$ cat src/rtl/mmio_hub.sv
`default_nettype none
// +-----------------------------------------------------------------------------+
// | Module   : mmio_hub                                                         |
// | Purpose  : Memory-mapped I/O hub between the CPU data port and the board   |
// |            peripherals. Local registers: LED (0x0), SW (0x1), SW_CHG (0x2, |
// |            sticky, W1C), STATUS (0x3: bit0 bus_err, bit1 irq). From 0x4 on,|
// |            N_PERIPH windows of PERIPH_SPAN words are served via a          |
// |            select/ack handshake that stalls the CPU, with a timeout.       |
// | Ports    : clk, rst_n (async, active-low)                                  |
// |            mm_we, mm_re, addr, wdata -> rdata, stall      (CPU side)       |
// |            sw -> led, irq                                 (board I/O)      |
// |            p_sel, p_we, p_addr, p_wdata <- p_rdata, p_ack (peripherals)    |
// | Revision : 1.0 - initial release                                           |
// +-----------------------------------------------------------------------------+
module mmio_hub #(
   parameter logic [15:0] BASE_ADDR   = 16'hC000,
   parameter int          LED_W       = 10,
   parameter int          SW_W        = 10,
   parameter int          N_PERIPH    = 4,
   parameter int          PERIPH_SPAN = 4,
   parameter int          TIMEOUT_CYC = 255
) (
   input  logic                           clk,
   input  logic                           rst_n,
   input  logic                           mm_we,
   input  logic                           mm_re,
   input  logic [15:0]                    addr,
   input  logic [15:0]                    wdata,
   output logic [15:0]                    rdata,
   output logic                           stall,
   input  logic [SW_W-1:0]                sw,
   output logic [LED_W-1:0]               led,
   output logic                           irq,
   output logic [N_PERIPH-1:0]            p_sel,
   output logic                           p_we,
   output logic [$clog2(PERIPH_SPAN)-1:0] p_addr,
   output logic [15:0]                    p_wdata,
   input  logic [15:0]                    p_rdata,
   input  logic                           p_ack
);

   localparam int          c_AW      = $clog2(PERIPH_SPAN);
   localparam int          c_CH_W    = (N_PERIPH > 1) ? $clog2(N_PERIPH) : 1;
   localparam logic [15:0] c_LIMIT   = 16'(4 + N_PERIPH * PERIPH_SPAN);
   localparam logic [7:0]  c_TO_LAST = 8'(TIMEOUT_CYC - 1);
   localparam logic [15:0] c_IDLE_RD = 16'hA5A5;
   localparam logic [15:0] c_ERR_RD  = 16'hDEAD;

   typedef enum logic [1:0] {
      S_IDLE = 2'd0,
      S_BUSY = 2'd1,
      S_DONE = 2'd2
   } state_t;

   state_t              r_state, w_state_nxt;
   logic                w_stall;

   logic [LED_W-1:0]    r_led;
   logic [SW_W-1:0]     r_sw_meta, r_sw_sync, r_sw_prev, r_sw_chg;
   logic                r_bus_err;
   logic [7:0]          r_cnt;
   logic [c_CH_W-1:0]   r_ch;
   logic [c_AW-1:0]     r_paddr;
   logic                r_we;
   logic [15:0]         r_wdata;
   logic [15:0]         r_rd_hold;

   // ---------------------------------------------------------------- decode
   logic [15:0]         w_off, w_win_off, w_ch_full;
   logic                w_in_space, w_local, w_window, w_win_acc;
   logic                w_wr_led, w_wr_chg, w_wr_status;
   logic                w_timeout;
   logic [SW_W-1:0]     w_chg_clr;
   logic                w_unused_ch;

   assign w_off       = addr - BASE_ADDR;
   // The >= test matters: below BASE_ADDR the subtraction wraps to a large
   // offset, but near 16'hFFFF a tiny map could otherwise alias.
   assign w_in_space  = (addr >= BASE_ADDR) && (w_off < c_LIMIT);
   assign w_local     = w_in_space && (w_off < 16'd4);
   assign w_window    = w_in_space && !w_local;
   assign w_win_acc   = w_window && (mm_we || mm_re);
   assign w_win_off   = w_off - 16'd4;
   assign w_ch_full   = w_win_off >> c_AW;
   assign w_unused_ch = &{1'b0, w_ch_full[15:c_CH_W]};

   assign w_wr_led    = mm_we && w_local && (w_off[1:0] == 2'd0);
   assign w_wr_chg    = mm_we && w_local && (w_off[1:0] == 2'd2);
   assign w_wr_status = mm_we && w_local && (w_off[1:0] == 2'd3);
   assign w_chg_clr   = w_wr_chg ? wdata[SW_W-1:0] : '0;

   // Counter holds (BUSY cycle - 1), so the last permitted BUSY cycle is
   // the one where it equals TIMEOUT_CYC-1.
   assign w_timeout   = (r_cnt == c_TO_LAST);

   // ------------------------------------------------------- local registers
   always_ff @(posedge clk or negedge rst_n) begin
      if (!rst_n) begin
         r_led     <= '0;
         r_sw_meta <= '0;
         r_sw_sync <= '0;
         r_sw_prev <= '0;
         r_sw_chg  <= '0;
      end else begin
         if (w_wr_led) begin
            r_led <= wdata[LED_W-1:0];
         end
         r_sw_meta <= sw;
         r_sw_sync <= r_sw_meta;
         r_sw_prev <= r_sw_sync;
         // Set after clear so a same-cycle edge survives the W1C.
         r_sw_chg  <= (r_sw_chg & ~w_chg_clr) | (r_sw_sync ^ r_sw_prev);
      end
   end

   // ------------------------------------------------------------------ FSM
   always_ff @(posedge clk or negedge rst_n) begin
      if (!rst_n) begin
         r_state <= S_IDLE;
      end else begin
         r_state <= w_state_nxt;
      end
   end

   always_comb begin
      w_state_nxt = r_state;
      w_stall     = 1'b0;
      case (r_state)
         S_IDLE: begin
            if (w_win_acc) begin
               w_stall     = 1'b1;
               w_state_nxt = S_BUSY;
            end
         end
         S_BUSY: begin
            w_stall = 1'b1;
            if (p_ack || w_timeout) begin
               w_state_nxt = S_DONE;
            end
         end
         // DONE releases the CPU for one cycle and always falls back to
         // IDLE, so the strobe still present here cannot relaunch.
         S_DONE:  w_state_nxt = S_IDLE;
         default: w_state_nxt = S_IDLE;
      endcase
   end

   // ------------------------------------------------------ window datapath
   always_ff @(posedge clk or negedge rst_n) begin
      if (!rst_n) begin
         r_ch      <= '0;
         r_paddr   <= '0;
         r_we      <= 1'b0;
         r_wdata   <= '0;
         r_cnt     <= '0;
         r_rd_hold <= '0;
         r_bus_err <= 1'b0;
      end else begin
         if (r_state == S_IDLE && w_win_acc) begin
            r_ch    <= w_ch_full[c_CH_W-1:0];
            r_paddr <= w_win_off[c_AW-1:0];
            r_we    <= mm_we;
            r_wdata <= wdata;
         end

         r_cnt <= (r_state == S_BUSY) ? r_cnt + 8'd1 : 8'd0;

         // An ack in the timeout cycle wins: no error, real data returned.
         if (r_state == S_BUSY) begin
            if (p_ack) begin
               r_rd_hold <= p_rdata;
            end else if (w_timeout) begin
               r_rd_hold <= c_ERR_RD;
            end
         end

         if (r_state == S_BUSY && !p_ack && w_timeout) begin
            r_bus_err <= 1'b1;
         end else if (w_wr_status) begin
            r_bus_err <= 1'b0;
         end
      end
   end

   // -------------------------------------------------------------- outputs
   assign stall   = w_stall;
   assign led     = r_led;
   assign irq     = |r_sw_chg;
   assign p_sel   = (r_state == S_BUSY) ? (N_PERIPH'(1) << r_ch) : '0;
   assign p_we    = r_we;
   assign p_addr  = r_paddr;
   assign p_wdata = r_wdata;

   always_comb begin
      rdata = c_IDLE_RD;
      if (w_local) begin
         case (w_off[1:0])
            2'd0:    rdata = 16'(r_led);
            2'd1:    rdata = 16'(r_sw_sync);
            2'd2:    rdata = 16'(r_sw_chg);
            default: rdata = {14'd0, irq, r_bus_err};
         endcase
      end else if (r_state == S_DONE) begin
         rdata = r_rd_hold;
      end
   end

endmodule
`default_nettype wire

$ cat config.mk
export PLATFORM = sky130hd
export DESIGN_NAME = mmio_hub
export DESIGN_NICKNAME = d
export VERILOG_FILES = /design/src/rtl/mmio_hub.sv
export SDC_FILE = /design/constraint.sdc
export NUM_CORES = 1
export LEC_CHECK = 0
export BUFFER_PORTS_ARGS = -buffer_cell sky130_fd_sc_hd__buf_2
export CORE_UTILIZATION = 30
export DETAILED_ROUTE_END_ITERATION = 8
export GPL_TIMING_DRIVEN = 0
export PLACE_DENSITY_LB_ADDON = 0.1
export RECOVER_POWER = 25
export SLEW_MARGIN = 40
export SYNTH_ARGS = -nofsm -noshare
export SYNTH_HDL_FRONTEND = slang
export SYNTH_SLANG_ARGS = --single-unit
$ cat constraint.sdc
create_clock -name clk -period 2.8 [get_ports clk]
set_clock_uncertainty 0.15 [all_clocks]
set_input_delay 0.14 -clock clk [delete_from_list [all_inputs] [get_ports clk]]
set_output_delay 0.14 -clock clk [all_outputs]
set_load 0.01 [all_outputs]
==> results.toml, run 1 <==
[clock_network]
cts.sink_count = 98
cts_setup_buffers = 0
clock_path_buffers = 2
path_clk_slew_ns = 0.07
cts_buffers = 9
insertion_delay_ns = 0.35
htree_levels = 3
root_buffer = "clkbuf_16"
cts_tree = "yes"

[pwr]
pwr-share-clk_pct = 42.2
power_mw = 2.94
pwr-share-seq_pct = 50.7
p_leak_nw = 2.75
vdd_drop_max_v = 0.000295
p_switching_uw = 660
intPower_mw = 2.28
power_frac_comb_pct = 7.1
power_density_nw_per_um2 = 523
swShare_pct = 22.4

[placed_design]
place_inst = 602
portBuffers = 111
gp_congestion = 0.717
hpwl_mm = 7.26

[critical_path]
setup.worst_path.start_class = "input port"
cp_top_family = "buffers and inverters"
cp.buffers_inverters = 5
crit_type = "in -> out"
critPathSlowestCell = "dlygate4sd3_1"
crit_required_ns = 2.51
critPathMaxFanout = 10
arrival_ns = 2.32
crit_chain = "dlygate4sd3_1 -> buf_2 -> inv_1 -> ha_1 -> nor2b_1 -> nand4_4 -> clkbuf_1 -> o21ai_0 -> buf_2"
cp_common_cell = "buf_2"
end_kind = "primary output"
worst_path_largest_cell_delay_ns = 0.53

[run]
maxCapViolCount = 1

[global_route]
gr-total-overflow = 0
grt_max_degree = 61
antenna_found_initial = 0
track_usage_pct = 15.6
grt_pass1_vias = 3192
grt_pass1_wl_mm = 16.6

[die]
die_y_microns = 118
start_util_pct = 30.7
core_area_sq_um = 13200
pin_count = 114
placementRows = 42
die_w_microns = 118
fp.dieArea_sq_um = 14000

[sta]
relSlewSlack_pct = -25.3
fmaxAchievable_mhz = 384
holdWs_ns = 0.198
worst_pin_slew_ns = 1.88
setup-violations-final = 0
finalCritPeriodShare_pct = 93.1
fin_crit_ns = 2.61
hold_violations = 0
maxSlewViolCount = 39
rsz0062_at_grt = "false"
setup-tns-final_ns = 0

[route]
drc = 0
drt_iter0_markers = 94
dr.pass1.iters = 4
avgRoutedWirePerCell_microns = 15.2
ant_nets = 0
dr_total_vias = 2973
wl_mm = 10.1
viasPerCell = 4.47

[synthesis]
ys_types = 40
netlist_instances = 314
yosysSeqAreaShare_pct = 60.6
syn_avg_cell_area_sq_um = 12.9
synth-warning-count = 0
netlist_area_sq_um = 4050
ys_ff_latch = 98
syn_nets = 380

[finish]
diodes = 0
utilization_pct = 42.7
fin_cells = 665
finalNetCount = 550
final_layout_size_suffix_gt1_share_pct = 33.5
syn2layout_area_growth_pct = 39.1

[hold_path]
hold_class = "reg -> reg"

[status]
status = "complete, but fails checks"
violations = "capacitance limit, slew limit"
cells in the final DEF (no fill, tap or decap), types with 4 or more instances in the layout:
| master | count |
|---|---|
| a21o_1 | 10 |
| a22o_1 | 5 |
| mux2_2 | 20 |
| mux2i_1 | 10 |
| a211oi_1 | 4 |
| mux2_4 | 10 |
| clkbuf_16 | 9 |
| o21ai_0 | 9 |
| clkbuf_1 | 15 |
| nor3_1 | 4 |
| a21oi_1 | 9 |
| o22a_1 | 11 |
| inv_1 | 5 |
| and3_1 | 8 |
| nor2_1 | 24 |
| nand3_1 | 20 |
| dfrtp_1 | 98 |
| nor2b_1 | 4 |
| xor2_1 | 15 |
| nand2_1 | 4 |
| buf_2 | 112 |
| dlygate4sd3_1 | 47 |
cell type report:
class                   instances  area, sq um
fillers                      1283         7560
flip-flops and latches         98         2450
multi-input cells             193         1510
repair buffers                159         1060
clock buffers                  11          233
well taps                     176          220
plain buffers                  18         78.8
clock inverters                 5         61.3
inverters                       5         18.8
registers in the layout, indices dropped and copies added (netlist names):
| register | cells |
|---|---|
| r_state | 2 |
| p_addr | 2 |
| r_sw_prev | 10 |
| p_wdata | 16 |
| r_rd_hold | 16 |
| r_sw_sync | 10 |
| r_cnt | 8 |
| r_sw_meta | 10 |
| led | 10 |
| r_sw_chg | 10 |
| p_we | 1 |
| r_ch | 2 |
| r_bus_err | 1 |
layer usage:
metal | share of wire [%] | global-route usage (%) | vias to the layer above
met2 | 47 | 24.6 | 71
met5 | 0 | 0 | -
li1 | - | - | 1452
met4 | 1.0 | 4.33 | 0
met1 | 47 | 20.4 | 1441
met3 | 5.1 | 5.28 | 9
through the flow:
stage          instance area (sq um)  setup WS, ns
6_report                        5630         0.194
2_1_floorplan                   4050         0.797
3_3_place_gp                    4820         0.291
3_5_place_dp                    4860         0.332
4_1_cts                         5620        0.0303
5_1_grt                         5630        0.0292
worst paths after layout:
kind | start | end | slack (ns) | cells after the start
worst max register to register | r_cnt[2] | r_rd_hold[9] | 0.74 | 6
worst min register to register | r_sw_meta[9] | r_sw_sync[9] | 0.20 | 0
min in group asynchronous | rst_n | p_wdata[9] | 0.89 | 2
worst max-delay path | addr[2] | rdata[3] | 0.19 | 9
worst min-delay path | r_sw_meta[9] | r_sw_sync[9] | 0.20 | 0
max in group asynchronous | rst_n | r_rd_hold[4] | 0.53 | 2
repair_timing:
action,4_1_cts,5_1_grt
hold endpoints to repair,165,0
gates resized for setup,0,3
hold buffers,47,0
setup endpoints to repair,0,8
power by group through the flow:
stage	combinational, mW	clock, mW	sequential (mW)
floorplan	0.0616	0	1.51
detailed placement	0.164	0	1.52
global route	0.236	1.34	1.50
global placement	0.155	0	1.52
CTS	0.215	1.29	1.49
finish	0.209	1.24	1.49
synth_stat cells:
cell type | count | area share, %
mux2i_1 | 10 | 2.5
o31ai_1 | 1 | 0.19
and4bb_2 | 1 | 0.31
nor3_1 | 4 | 0.49
o22a_1 | 11 | 2.4
o21ai_0 | 9 | 1.1
nor2b_1 | 4 | 0.62
nand2b_1 | 2 | 0.31
nand3_1 | 20 | 2.5
a211oi_1 | 4 | 0.74
dfrtp_1 | 98 | 61
mux2_4 | 10 | 3.7
nand4_1 | 2 | 0.31
ha_1 | 3 | 0.93
nor4_4 | 1 | 0.53
inv_1 | 5 | 0.46
o21a_1 | 3 | 0.56
buf_2 | 2 | 0.25
and3_1 | 8 | 1.2
nand4_2 | 1 | 0.31
a21oi_1 | 9 | 1.1
buf_6 | 1 | 0.28
and2_1 | 1 | 0.15
mux2_2 | 20 | 5.6
or4b_1 | 1 | 0.25
o21ba_2 | 1 | 0.25
buf_1 | 1 | 0.093
o21bai_1 | 1 | 0.19
clkbuf_1 | 14 | 1.3
and4b_1 | 1 | 0.25
a21o_1 | 10 | 1.9
xnor2_1 | 2 | 0.43
and4_1 | 1 | 0.22
mux4_2 | 1 | 0.56
a22o_1 | 5 | 1.1
nand2_1 | 4 | 0.37
nor4_1 | 2 | 0.31
xor2_1 | 15 | 3.2
nor2_1 | 24 | 2.2
a41o_1 | 1 | 0.25
kinds of logic after synthesis:
| kind of cell | count (synthesis) | share of synthesized area (%) |
|---|---|---|
| flops | 98 | 60.6 |
| simple gates | 77 | 10.4 |
| compound gates | 55 | 9.71 |
| mux | 41 | 12.3 |
| buf+inv | 23 | 2.38 |
| xor+xnor | 17 | 3.68 |
| fa+ha+maj | 3 | 0.928 |
No activity file was read; power rests on OpenSTA's default activity.
==> inputs of run 2 (changes only) <==
PLACE_DENSITY = 0.62   (was not set)
PLACE_DENSITY_LB_ADDON = not set   (was 0.1)
==> run 2 against run 1 <==
Net effect:
- the flow now finishes without violations
- sequential share of layout area is essentially flat
- combinational power hardly changed
- die area unchanged
- first-iteration DRC count up 54%
- cell count fell by 0.15%
- via count rose by 4.0%
- worst hold slack got worse by 0.18 ns
- setup slack better by 0.29 ns
- non-clock buffer count down 1
- register-to-register slack gained 0.02 ns
- routed wire length rose by 4.1%
==> results.toml, run 2 (synthesis gave the netlist of run 1 again) <==
[pwr]
vdd_drop_max_v = 0.000468
p_leak_nw = 2.74
power_density_nw_per_um2 = 537

[global_route]
grt_pass1_wl_mm = 16.7
grt_max_degree = 76
grt_pass1_vias = 3140
track_usage_pct = 15.8
antenna_found_initial = 0
gr-total-overflow = 0

[clock_network]
insertion_delay_ns = 0.35
path_clk_slew_ns = 0.07
clock_path_buffers = 2
cts_tree = "yes"
cts.sink_count = 98
cts_resized = 0
cts_buffers = 9
cts_setup_buffers = 0
htree_levels = 3
root_buffer = "clkbuf_16"
postCtsHoldBufs = 46

[finish]
layout_commonest_cell = "buf_2"
diodes = 0
finalNetCount = 549
final_layout_size_suffix_gt1_share_pct = 33.0
final_cell_mix = "112 x buf_2, 98 x dfrtp_1, 46 x dlygate4sd3_1"
syn2layout_area_growth_pct = 39.0
fin_cells = 664

[critical_path]
crit_required_ns = 2.51
r2r_cells = 5
setup.worst_path.start_class = "input port"
critPathMaxFanout = 10
r2r_start = "r_state[0]"
crit_type = "in -> out"
end_kind = "primary output"
cp_top_family = "buffers and inverters"
arrival_ns = 2.03
crit_chain = "buf_2 -> inv_1 -> ha_1 -> nor2b_1 -> nand4_2 -> clkbuf_1 -> o21ai_0 -> buf_2"
cp.depth = 8
reg2reg_to = "p_wdata[1]"
cp.buffers_inverters = 4
cp_common_cell = "buf_2"
reg2reg_slack_ns = 0.76
critPathSlowestCell = "o21ai_0"
worst_path_largest_cell_delay_ns = 0.41

[die]
fp.dieArea_sq_um = 14000
start_util_pct = 30.7
core_area_sq_um = 13200
die_y_microns = 118
die_w_microns = 118
pin_count = 114
placementRows = 42

[hold_path]
hp-start = "addr[3]"
min_to = "r_ch[1]"
whs_path_depth = 4
hold_class = "in -> reg"

[placed_design]
portBuffers = 111
gp_congestion = 0.754
pre_cts_slack_ns = 0.315
hpwl_mm = 7.37
place_inst = 602

[run]
maxCapViolCount = 0

[sta]
relSlewSlack_pct = 8.95
setup-violations-final = 0
finalWorstSetupSlack_ns = 0.481
fin_crit_ns = 2.32
worst_pin_slew_ns = 1.37
hold_violations = 0
maxSlewViolCount = 0
rsz0062_at_grt = "false"
setup-tns-final_ns = 0
fmaxAchievable_mhz = 431
finalCritPeriodShare_pct = 82.8

[route]
viasPerCell = 4.66
wl_mm = 10.5
avgRoutedWirePerCell_microns = 15.8
drc = 0
ant_nets = 0
drt_iter0_markers = 145
dr.pass1.iters = 4
dr_total_vias = 3092

[status]
status = "complete, no violations"
[run 2: cell types whose count changed in the layout (fill, tap and decap cells not counted), sizes merged]
cell,before,now
clkbuf,25,29
clkinv,2,0
inv,7,5
bufinv,1,2
clkdlybuf4s25,1,0
dlygate4sd3,47,46
[run 2: cell type report]
type                    count  area, sq um
fillers                  1264         7570
well taps                 176          220
repair buffers            158         1040
flip-flops and latches     98         2450
inverters                   5         18.8
clock buffers              14          254
plain buffers              18         77.6
clock inverters             2         60.1
multi-input cells         193         1500
[run 2: how the worst max path moves through the flow]
| stage | start | endpoint | slack [ns] |
|---|---|---|---|
| floorplan | addr[2] | led[0] | 0.80 |
| finish | addr[2] | rdata[3] | 0.48 |
| CTS | mm_we | stall | 0.51 |
| global placement | addr[2] | led[6] | 0.34 |
| global route | r_state[0] | stall | 0.37 |
| detailed placement | addr[2] | led[9] | 0.32 |
[run 2: tightest hold or removal path, cell delays in order]
cell	delay (ns)
buf_2	0.10
inv_1	0.05
ha_1	0.12
mux2i_1	0.06
[run 2: report_power, final]
part / switching, mW / internal, mW / total (mW)
registers: 0.0303 / 1.46 / 1.49
clock network: 0.503 / 0.809 / 1.31
logic: 0.0935 / 0.116 / 0.210
total: 0.627 / 2.39 / 3.02
[run 2: per-layer routing]
layer  vias to the layer above  wire length [microns]  GRT usage [%]  part of all wire, %
met4                         0                    157           6.25                  1.5
met3                         9                    407           3.15                  3.9
met5                         -                      0              0                    0
met2                        79                   5020           25.1                   48
met1                      1555                   4920           21.1                   47
li1                       1449                      -              -                    -
[run 2: through the flow]
| step | utilization [%] | instance area [sq um] | total power [mW] | hold slack (ns) |
|---|---|---|---|---|
| 2_1_floorplan | - | 4050 | 1.57 | -0.306 |
| 3_3_place_gp | 36.5 | 4820 | 1.67 | 0.103 |
| 3_5_place_dp | 36.8 | 4860 | 1.69 | -0.161 |
| 4_1_cts | 42.7 | 5630 | 3.06 | 0.00730 |
| 5_1_grt | 42.6 | 5620 | 3.13 | 0.0355 |
| 6_report | 42.6 | 5620 | 3.02 | 0.0151 |
